==> config.mk <==
export PLATFORM = sky130hd
export DESIGN_NAME = avl_bus_arbiter
export DESIGN_NICKNAME = d
export VERILOG_FILES = /design/src/rtl/core_bus_pkg.sv /design/src/rtl/avl_arb_id_fifo.sv /design/src/rtl/avl_bus_arbiter.sv
export SDC_FILE = /design/constraint.sdc
export NUM_CORES = 1
export LEC_CHECK = 0
export CAP_MARGIN = 10
export CELL_PAD_IN_SITES_DETAIL_PLACEMENT = 0
export CELL_PAD_IN_SITES_GLOBAL_PLACEMENT = 1
export CORE_MARGIN = 2
export CORE_UTILIZATION = 16
export CTS_CLUSTER_DIAMETER = 150
export DETAILED_ROUTE_END_ITERATION = 16
export PLACE_DENSITY = 0.95
export SKIP_LAST_GASP = 1
export SLEW_MARGIN = 20
export SYNTH_ARGS = -nofsm -noshare
export SYNTH_HDL_FRONTEND = slang
export SYNTH_SLANG_ARGS = --single-unit
==> constraint.sdc <==
create_clock -name clk -period 6.2 [get_ports clk]
set_input_delay 1.24 -clock clk [delete_from_list [all_inputs] [get_ports clk]]
set_output_delay 1.24 -clock clk [all_outputs]
set_load 0.02 [all_outputs]
==> src/rtl/core_bus_pkg.sv <==
`default_nettype none
// +----------------------------------------------------------------------------+
// | core_bus_pkg                                                               |
// | Shared types and width helpers for the core memory-bus arbiter.            |
// | Revision: 1.0                                                              |
// +----------------------------------------------------------------------------+
package core_bus_pkg;

  typedef enum logic {
    ARB_FIXED = 1'b0,
    ARB_RR    = 1'b1
  } arb_mode_e;

  // Master-ID width; never collapses to zero bits.
  function automatic int id_width(input int num_masters);
    return (num_masters > 1) ? $clog2(num_masters) : 1;
  endfunction

  // Outstanding-read counter width; one extra bit so "full" is representable.
  function automatic int cnt_width(input int max_pending);
    return $clog2(max_pending) + 1;
  endfunction

endpackage
`default_nettype wire

==> src/rtl/avl_arb_id_fifo.sv <==
`default_nettype none
// +----------------------------------------------------------------------------+
// | avl_arb_id_fifo                                                            |
// | In-order FIFO of master IDs for reads awaiting readdatavalid.              |
// | Revision: 1.0                                                              |
// +----------------------------------------------------------------------------+
module avl_arb_id_fifo
  import core_bus_pkg::*;
#(
  parameter int DEPTH = 4,
  parameter int WIDTH = 1
) (
  input  logic                        clk,
  input  logic                        rest,
  input  logic                        push,
  input  logic [WIDTH-1:0]            push_id,
  input  logic                        pop,
  output logic [WIDTH-1:0]            head,
  output logic [cnt_width(DEPTH)-1:0] count,
  output logic                        full,
  output logic                        empty
);

  localparam int c_ptr_w = (DEPTH > 1) ? $clog2(DEPTH) : 1;
  localparam int c_cnt_w = cnt_width(DEPTH);

  logic [WIDTH-1:0]   r_mem [DEPTH];
  logic [c_ptr_w-1:0] r_wr_ptr;
  logic [c_ptr_w-1:0] r_rd_ptr;
  logic [c_cnt_w-1:0] r_count;
  logic               w_do_push;
  logic               w_do_pop;

  function automatic logic [c_ptr_w-1:0] ptr_inc(input logic [c_ptr_w-1:0] p);
    return (p == c_ptr_w'(DEPTH - 1)) ? '0 : p + 1'b1;
  endfunction

  assign full      = (r_count == c_cnt_w'(DEPTH));
  assign empty     = (r_count == '0);
  assign count     = r_count;
  assign head      = r_mem[r_rd_ptr];
  assign w_do_pop  = pop && !empty;
  // A push into a full FIFO is only legal when the head leaves in the same cycle.
  assign w_do_push = push && (!full || w_do_pop);

  always_ff @(posedge clk) begin
    if (w_do_push) begin
      r_mem[r_wr_ptr] <= push_id;
    end
  end

  always_ff @(posedge clk or negedge rest) begin
    if (!rest) begin
      r_wr_ptr <= '0;
      r_rd_ptr <= '0;
      r_count  <= '0;
    end else begin
      if (w_do_push) begin
        r_wr_ptr <= ptr_inc(r_wr_ptr);
      end
      if (w_do_pop) begin
        r_rd_ptr <= ptr_inc(r_rd_ptr);
      end
      case ({w_do_push, w_do_pop})
        2'b10:   r_count <= r_count + 1'b1;
        2'b01:   r_count <= r_count - 1'b1;
        default: r_count <= r_count;
      endcase
    end
  end

endmodule
`default_nettype wire

==> src/rtl/avl_bus_arbiter.sv <==
`default_nettype none
// +----------------------------------------------------------------------------+
// | avl_bus_arbiter                                                            |
// | N-master to 1-slave Avalon-MM arbiter with in-order pipelined reads.       |
// | Revision: 1.0                                                              |
// +----------------------------------------------------------------------------+
module avl_bus_arbiter
  import core_bus_pkg::*;
#(
  parameter int NUM_MASTERS = 2,
  parameter int ADDR_W      = 32,
  parameter int DATA_W      = 32,
  parameter int MAX_PENDING = 4,
  parameter int ARB_MODE    = 0
) (
  input  logic                                  clk,
  input  logic                                  rest,
  input  logic [NUM_MASTERS-1:0][ADDR_W-1:0]    m_address,
  input  logic [NUM_MASTERS-1:0]                m_read,
  input  logic [NUM_MASTERS-1:0]                m_write,
  input  logic [NUM_MASTERS-1:0][DATA_W-1:0]    m_writedata,
  input  logic [NUM_MASTERS-1:0][DATA_W/8-1:0]  m_byteenable,
  output logic [NUM_MASTERS-1:0]                m_waitrequest,
  output logic [DATA_W-1:0]                     m_readdata,
  output logic [NUM_MASTERS-1:0]                m_readdatavalid,
  output logic [ADDR_W-1:0]                     s_address,
  output logic                                  s_read,
  output logic                                  s_write,
  output logic [DATA_W-1:0]                     s_writedata,
  output logic [DATA_W/8-1:0]                   s_byteenable,
  input  logic                                  s_waitrequest,
  input  logic [DATA_W-1:0]                     s_readdata,
  input  logic                                  s_readdatavalid,
  output logic                                  err_unexp_rdv
);

  localparam int        c_id_w  = id_width(NUM_MASTERS);
  localparam int        c_cnt_w = cnt_width(MAX_PENDING);
  localparam arb_mode_e c_mode  = (ARB_MODE == 1) ? ARB_RR : ARB_FIXED;

  logic [NUM_MASTERS-1:0] w_eligible;
  logic                   w_granted;
  logic [c_id_w-1:0]      w_grant;
  logic                   w_accept;
  logic                   w_push;
  logic                   w_pop;
  logic [c_id_w-1:0]      w_head;
  logic [c_cnt_w-1:0]     w_count;
  logic                   w_full;
  logic                   w_empty;
  logic                   r_lock;
  logic [c_id_w-1:0]      r_locked_id;
  logic [c_id_w-1:0]      r_rr_ptr;
  logic                   r_err;

  // Reads are held off while the ID FIFO is full, using the registered count.
  for (genvar i = 0; i < NUM_MASTERS; i++) begin : g_elig
    assign w_eligible[i] = (m_read[i] | m_write[i]) & ~(m_read[i] & w_full);
  end

  always_comb begin
    int j;
    w_granted = 1'b0;
    w_grant   = '0;
    j         = 0;
    if (r_lock) begin
      w_granted = 1'b1;
      w_grant   = r_locked_id;
    end else if (c_mode == ARB_FIXED) begin
      for (int k = NUM_MASTERS - 1; k >= 0; k--) begin
        if (w_eligible[k]) begin
          w_granted = 1'b1;
          w_grant   = c_id_w'(k);
        end
      end
    end else begin
      // Scan downward so the candidate closest to rr_ptr is written last.
      for (int k = NUM_MASTERS - 1; k >= 0; k--) begin
        j = int'(r_rr_ptr) + k;
        if (j >= NUM_MASTERS) begin
          j = j - NUM_MASTERS;
        end
        if (w_eligible[j]) begin
          w_granted = 1'b1;
          w_grant   = c_id_w'(j);
        end
      end
    end
  end

  assign s_address    = m_address[w_grant];
  assign s_writedata  = m_writedata[w_grant];
  assign s_byteenable = m_byteenable[w_grant];
  assign s_read       = w_granted & m_read[w_grant];
  assign s_write      = w_granted & m_write[w_grant];

  assign w_accept = w_granted && !s_waitrequest;
  assign w_push   = w_accept && m_read[w_grant];
  assign w_pop    = s_readdatavalid && !w_empty;

  for (genvar i = 0; i < NUM_MASTERS; i++) begin : g_mst
    assign m_waitrequest[i]   = !(w_granted && (w_grant == c_id_w'(i))) || s_waitrequest;
    assign m_readdatavalid[i] = w_pop && (w_head == c_id_w'(i));
  end

  assign m_readdata    = s_readdata;
  assign err_unexp_rdv = r_err;

  avl_arb_id_fifo #(
    .DEPTH (MAX_PENDING),
    .WIDTH (c_id_w)
  ) u_id_fifo (
    .clk     (clk),
    .rest    (rest),
    .push    (w_push),
    .push_id (w_grant),
    .pop     (w_pop),
    .head    (w_head),
    .count   (w_count),
    .full    (w_full),
    .empty   (w_empty)
  );

  always_ff @(posedge clk or negedge rest) begin
    if (!rest) begin
      r_lock      <= 1'b0;
      r_locked_id <= '0;
      r_rr_ptr    <= '0;
      r_err       <= 1'b0;
    end else begin
      // A stalled grant is pinned until the slave takes it.
      r_lock <= w_granted && s_waitrequest;
      if (w_granted && s_waitrequest) begin
        r_locked_id <= w_grant;
      end
      if (w_accept && (c_mode == ARB_RR)) begin
        r_rr_ptr <= (w_grant == c_id_w'(NUM_MASTERS - 1)) ? '0 : w_grant + 1'b1;
      end
      if (s_readdatavalid && (w_count == '0)) begin
        r_err <= 1'b1;
      end
    end
  end

endmodule
`default_nettype wire

* Word-level counts from Yosys, hierarchy flattened
Memory sizes are Yosys's and may differ from the RTL's. Cells that the tools add are included. W data, S select, Z words.
Word-level totals: logic and storage cells 70, input bits 176, memory bits (writable) 4, memories 1, register bits 10
Operators by class: eq/ne operators 5, order comparisons 1, multiplexer cells 20, reductions and logical operators 21, add/subtract/negate cells 4, bitwise logic cells 12
Memories:
- u_id_fifo.r_mem | depth 4, bits a word 1, rd ports 1, clocked after memory_dff 0, wr ports 1, RTL line avl_arb_id_fifo.sv:27 | logic [WIDTH-1:0] r_mem [DEPTH];
Operators with widths (number):
- $mux W32 | 4
- $logic_and A1 B1 Y1 | 11
- $mux W1 | 11
- $mux W4 | 2
- $and A1 B1 Y1 | 6
- $eq A2 B2 Y1 const B | 3
- $pmux W3 S2 | 1
- $logic_not A1 Y1 | 5
- $add A2 B1 Y2 const B | 2
- $mux W2 | 2
- $not A1 Y1 | 4
- $add A3 B1 Y3 const B | 1
- $eq A3 B3 Y1 const B | 1
- $logic_not A3 Y1 | 1
- $logic_or A1 B1 Y1 | 3
- $sub A3 B1 Y3 const B | 1
- $eq A2 B1 Y1 const B | 1
- $lt A1 B2 Y1 const B | 1
- $or A1 B1 Y1 | 2
- $reduce_bool A2 Y1 | 1

* Logic depth before layout (Yosys ltp)
depth in word-level cells 13, mapped depth 10, gate-level depth less buffers 10

* Hierarchy
From an unflattened synthesis, not the netlist that was laid out.
Second synthesis, totals: cells, all modules 204, area total of the unflattened synthesis 2123.3 sq um
By module, submodules not included:
- avl_bus_arbiter | area each 1436.4 sq um, times used 1, seq. area each 75.1 sq um, cells each 147
- avl_arb_id_fifo | area each 686.9 sq um, times used 1, seq. area each 295.3 sq um, cells each 57

* Worst setup path after synthesis
No wires, ideal clock.
path type input -> output, start input m_read[0], end output s_byteenable[0], setup slack 2435 ps, stages on the path 5, required time 4960 ps, buffers on the path 1, arrival 2525 ps, cells stage by stage and4bb_1 o21bai_1 o31ai_4 buf_2 mux2_1
Between the ends: cells in the longest elaborated chain, start to end 7, elaborated cells on any way between the ends 8
RTL lines:
- from (decl) | RTL line avl_bus_arbiter.sv:19 | input logic [NUM_MASTERS-1:0] m_read,
- $and A1 B1 Y1 | RTL line avl_bus_arbiter.sv:58 | assign w_eligible[i] = (m_read[i] | m_write[i]) & ~(m_read[i] & w_full);
- $not A1 Y1 | RTL line avl_bus_arbiter.sv:58
- $and A1 B1 Y1 * | RTL line avl_bus_arbiter.sv:58
- $mux W1 * | RTL line avl_bus_arbiter.sv:71 | if (w_eligible[k]) begin
- $mux W1 * | RTL line avl_bus_arbiter.sv:66 | if (r_lock) begin
- net u_id_fifo.push_id | RTL line avl_arb_id_fifo.sv:16 | input logic [WIDTH-1:0] push_id,
- $mux W4 (not written as such) * (2 in series) | RTL line avl_bus_arbiter.sv:93 | assign s_byteenable = m_byteenable[w_grant];
- to (decl) | RTL line avl_bus_arbiter.sv:30 | output logic [DATA_W/8-1:0] s_byteenable,
The timed path passes the listed nets; every way through them passes the cells marked *. The select of a mux whose other input is x is not followed.

* Final worst setup path
start input m_read[0], end output s_writedata[12]
Between the ends: cells in the longest elaborated chain, start to end 7, elaborated cells on any way between the ends 8
RTL lines:
- $and A1 B1 Y1 | RTL line avl_bus_arbiter.sv:58
- $not A1 Y1 | RTL line avl_bus_arbiter.sv:58
- $and A1 B1 Y1 * | RTL line avl_bus_arbiter.sv:58
- $mux W1 * | RTL line avl_bus_arbiter.sv:71
- $mux W1 * | RTL line avl_bus_arbiter.sv:66
- $mux W32 (not written as such) * (2 in series) | RTL line avl_bus_arbiter.sv:92 | assign s_writedata = m_writedata[w_grant];
- to (decl) | RTL line avl_bus_arbiter.sv:29 | output logic [DATA_W-1:0] s_writedata,
Every way passes the cells marked *; elsewhere a longest branch is shown, timed or not. The select of a mux whose other input is x is not followed.

==> results.yml <==
place:
  placed_cells: 506
  io_buffers: 218
  routabilityCongestion: 0.815
  place_ws_ps: 1140
  dpl.hpwl_mm: 8.32
yosys:
  netlist_top_cells_area: "mux2_1, dfrtp_1, buf_4, edfxtp_1, ha_1"
  synth_nets: 365
  yosysTopAreaCellShare_pct: 40.1
  synth_compound_area_share_pct: 4.52
  synth_edf_count: 4
  synth_xor_area_share_pct: 1.40
  synth_cell_types: 32
  synth_warnings: 0
  async_flop_share_pct: 71.4
  synthMuxAreaShare_pct: 44.8
  synthesis.area_mm2: 0.00188
  syn_area_per_cell_um2: 10.3
  synth_top_area_cell: "mux2_1"
  ys_seq_area_share_pct: 19.7
  synth_top_family_by_area: "multiplexers"
  synth_top_flop_cell: "dfrtp_1"
  yosys.area_share.adder_pct: 5.06
  syn_inst: 182
  synthSimpleGateAreaFrac_pct: 8.45
  synth_seq_cells: 14
sta:
  fmax_mhz: 197
  rsz0062_at_grt: "false"
  skew_ps: 2.17
  hold_viol: 0
  setup-tns-final_ps: 0
  finalMaxSlewViolations: 0
  fin_crit_sh_pct: 81.9
  fin_ws_ps: 1130
  setup_viol: 0
  relSlewSlack_pct: 52.8
  timing.hold.ws_ps: 456
  fin_crit_ps: 5070
  max_slew.worst_pin.slew_ps: 704
clock_tree:
  cts_buffers: 3
  worst_skew_pair.late_latency_ps: 240
  cts_resized: 0
  cts_tree: "yes"
  clk_pin_slew_worst_paths_ps: 40
  hold_buffers: 0
  cts_buffer_depth: 2
  cts_root_buffer: "clkbuf_16"
  htree_levels: 1
  post_cts_buffers: 0
  clock_sinks: 14
setup_path:
  cp_slowest_cell: "clkdlybuf4s50_1"
  rrSetupSlack_ps: 3690
  critPathCaptureType: "output pin"
  setup.worst_path.start_class: "input port"
  rr_worst_depth: 10
  r2r_end: "u_id_fifo.count[2]$_DFFE_PN0P_"
  cp_cell_sequence: "clkdlybuf4s50_1 > and4bb_1 > o21bai_1 > o31ai_4 > buf_4 > mux2_1 > clkdlybuf4s50_1"
  critPathMaxStageDelay_ps: 560
  regToRegStartpoint: "u_id_fifo.count[0]$_DFFE_PN0P_"
  worst_ep_arrival_time_ps: 3830
  critPathKind: "input port to output pin"
  path_max_fanout: 40
  worst_ep_required_time_ps: 4960
  path_common_cell: "clkdlybuf4s50_1"
worst_hold_path:
  hold_end: "err_unexp_rdv$_DFFE_PN0P_"
  hold_depth: 1
  hp-class: "flop to flop"
  worstHoldStart: "err_unexp_rdv$_DFFE_PN0P_"
layout:
  area_growth_pct: 116
  final_util_pct: 35.5
  layout_common_cells: "clkdlybuf4s50_1, mux2_1, dfrtp_1, nor2_1, inv_1"
  final_common_cell: "clkdlybuf4s50_1"
  nNetsFinal: 551
  drive_gt1_share_pct: 3.54
  final_cells: 512
route:
  final_antenna_net_count: 0
  vias: 2085
  wire_per_inst_um: 18.9
  drc: 0
  viasPerCell: 4.07
  first_pass_iters: 4
  wirelength_mm: 9.70
  drtIter0Drc: 48
global_route:
  grt_pass1_vias: 2189
  grt_pass1_wl_mm: 13.4
  grt_use_total_pct: 13.9
  antenna_found_initial: 3
  grt_start_max_net_pins: 41
  overflow: 0
floorplanning:
  die_y_um: 112
  die_area_mm2: 0.0126
  initial_core_util_pct: 16.4
  dieWidth_um: 112
  io_pins: 283
  rows: 39
  coreArea_mm2: 0.0115
flow_run:
  cap_violations: 0
pwr:
  peakVddDrop_v: 0.000245
  p_leak_nw: 1.55
  p_per_area_mw_per_mm2: 240
run_status:
  status: "completed"
[where the power goes]
group	internal, W	switching, W	total (W)
Clock	0.0000850	0.0000341	0.000119
Sequential	0.000132	0.0000375	0.000169
Combinational	0.000369	0.000318	0.000687
Total	0.000586	0.000389	0.000975
[worst max path at each step]
stage | slack, ps | endpoint | cells past startpoint | startpoint
final | 1130 | s_writedata[12] | 7 | m_read[0]
after global routing | 990 | s_writedata[9] | 7 | m_read[0]
after CTS | 1140 | s_writedata[9] | 7 | m_read[0]
after detailed placement | 1140 | s_writedata[9] | 7 | m_read[0]
after global placement | 1190 | s_writedata[12] | 7 | m_read[0]
after floorplan | 2430 | s_byteenable[0] | 5 | m_read[0]
[cells by family after synthesis]
| family | Yosys count |
|---|---|
| AND/OR/NAND/NOR | 28 |
| XOR/XNOR | 3 |
| adder cells (fa/ha/maj) | 7 |
| buffers and inverters | 46 |
| AO/OA/AOI/OAI | 10 |
| multiplexers | 74 |
| flip-flops | 14 |
[cell type report]
| class | count | area [um2] |
|---|---|---|
| Clock inverter | 1 | 3.75 |
| Antenna cell | 2 | 5.00 |
| Inverter | 7 | 26.3 |
| Tap cell | 143 | 179 |
| Multi-Input combinational cell | 122 | 1210 |
| Clock buffer | 3 | 75.1 |
| Fill cell | 1175 | 7400 |
| Sequential cell | 14 | 370 |
| Timing Repair Buffer | 220 | 2200 |
[state kept, by name (all words and copies together) (netlist names)]
signal / count
r_locked_id: 1
u_id_fifo.count: 3
r_lock: 1
u_id_fifo.r_wr_ptr: 2
u_id_fifo.r_mem: 4
u_id_fifo.r_rd_ptr: 2
err_unexp_rdv: 1
[cell usage after synthesis (2+ instances only)]
master / instances
nor3_1: 2
xor2_1: 2
nor3b_1: 2
edfxtp_1: 4
inv_1: 7
buf_4: 32
mux2_1: 67
nor2_1: 8
nand2_1: 4
ha_1: 6
and2_1: 4
nand2b_1: 2
buf_2: 7
nor2b_1: 2
a21oi_1: 2
dfrtp_1: 10
mux2_2: 5
a21o_1: 2
[stage by stage]
stage               power, W  cell area [um2]
finish              0.000975             4070
global route         0.00104             4060
CTS                 0.000989             4060
detailed placement  0.000858             3980
global placement    0.000843             3980
floorplan           0.000556             1880
[critical path, delay by kind of cell]
family | cells | cell delay [ps]
compound gates | 2 | 330
buf+inv | 3 | 1570
mux | 1 | 420
simple gates | 1 | 240
[per-layer routing]
metal / vias up / share of wire [%] / track usage [%]
li1: 981 / - / -
met1: 965 / 43 / 17.9
met3: 11 / 11 / 6.43
met4: 2 / 0.84 / 1.71
met2: 126 / 45 / 22.0
met5: - / 0.13 / 0
No activity file was read; power rests on OpenSTA's default activity.
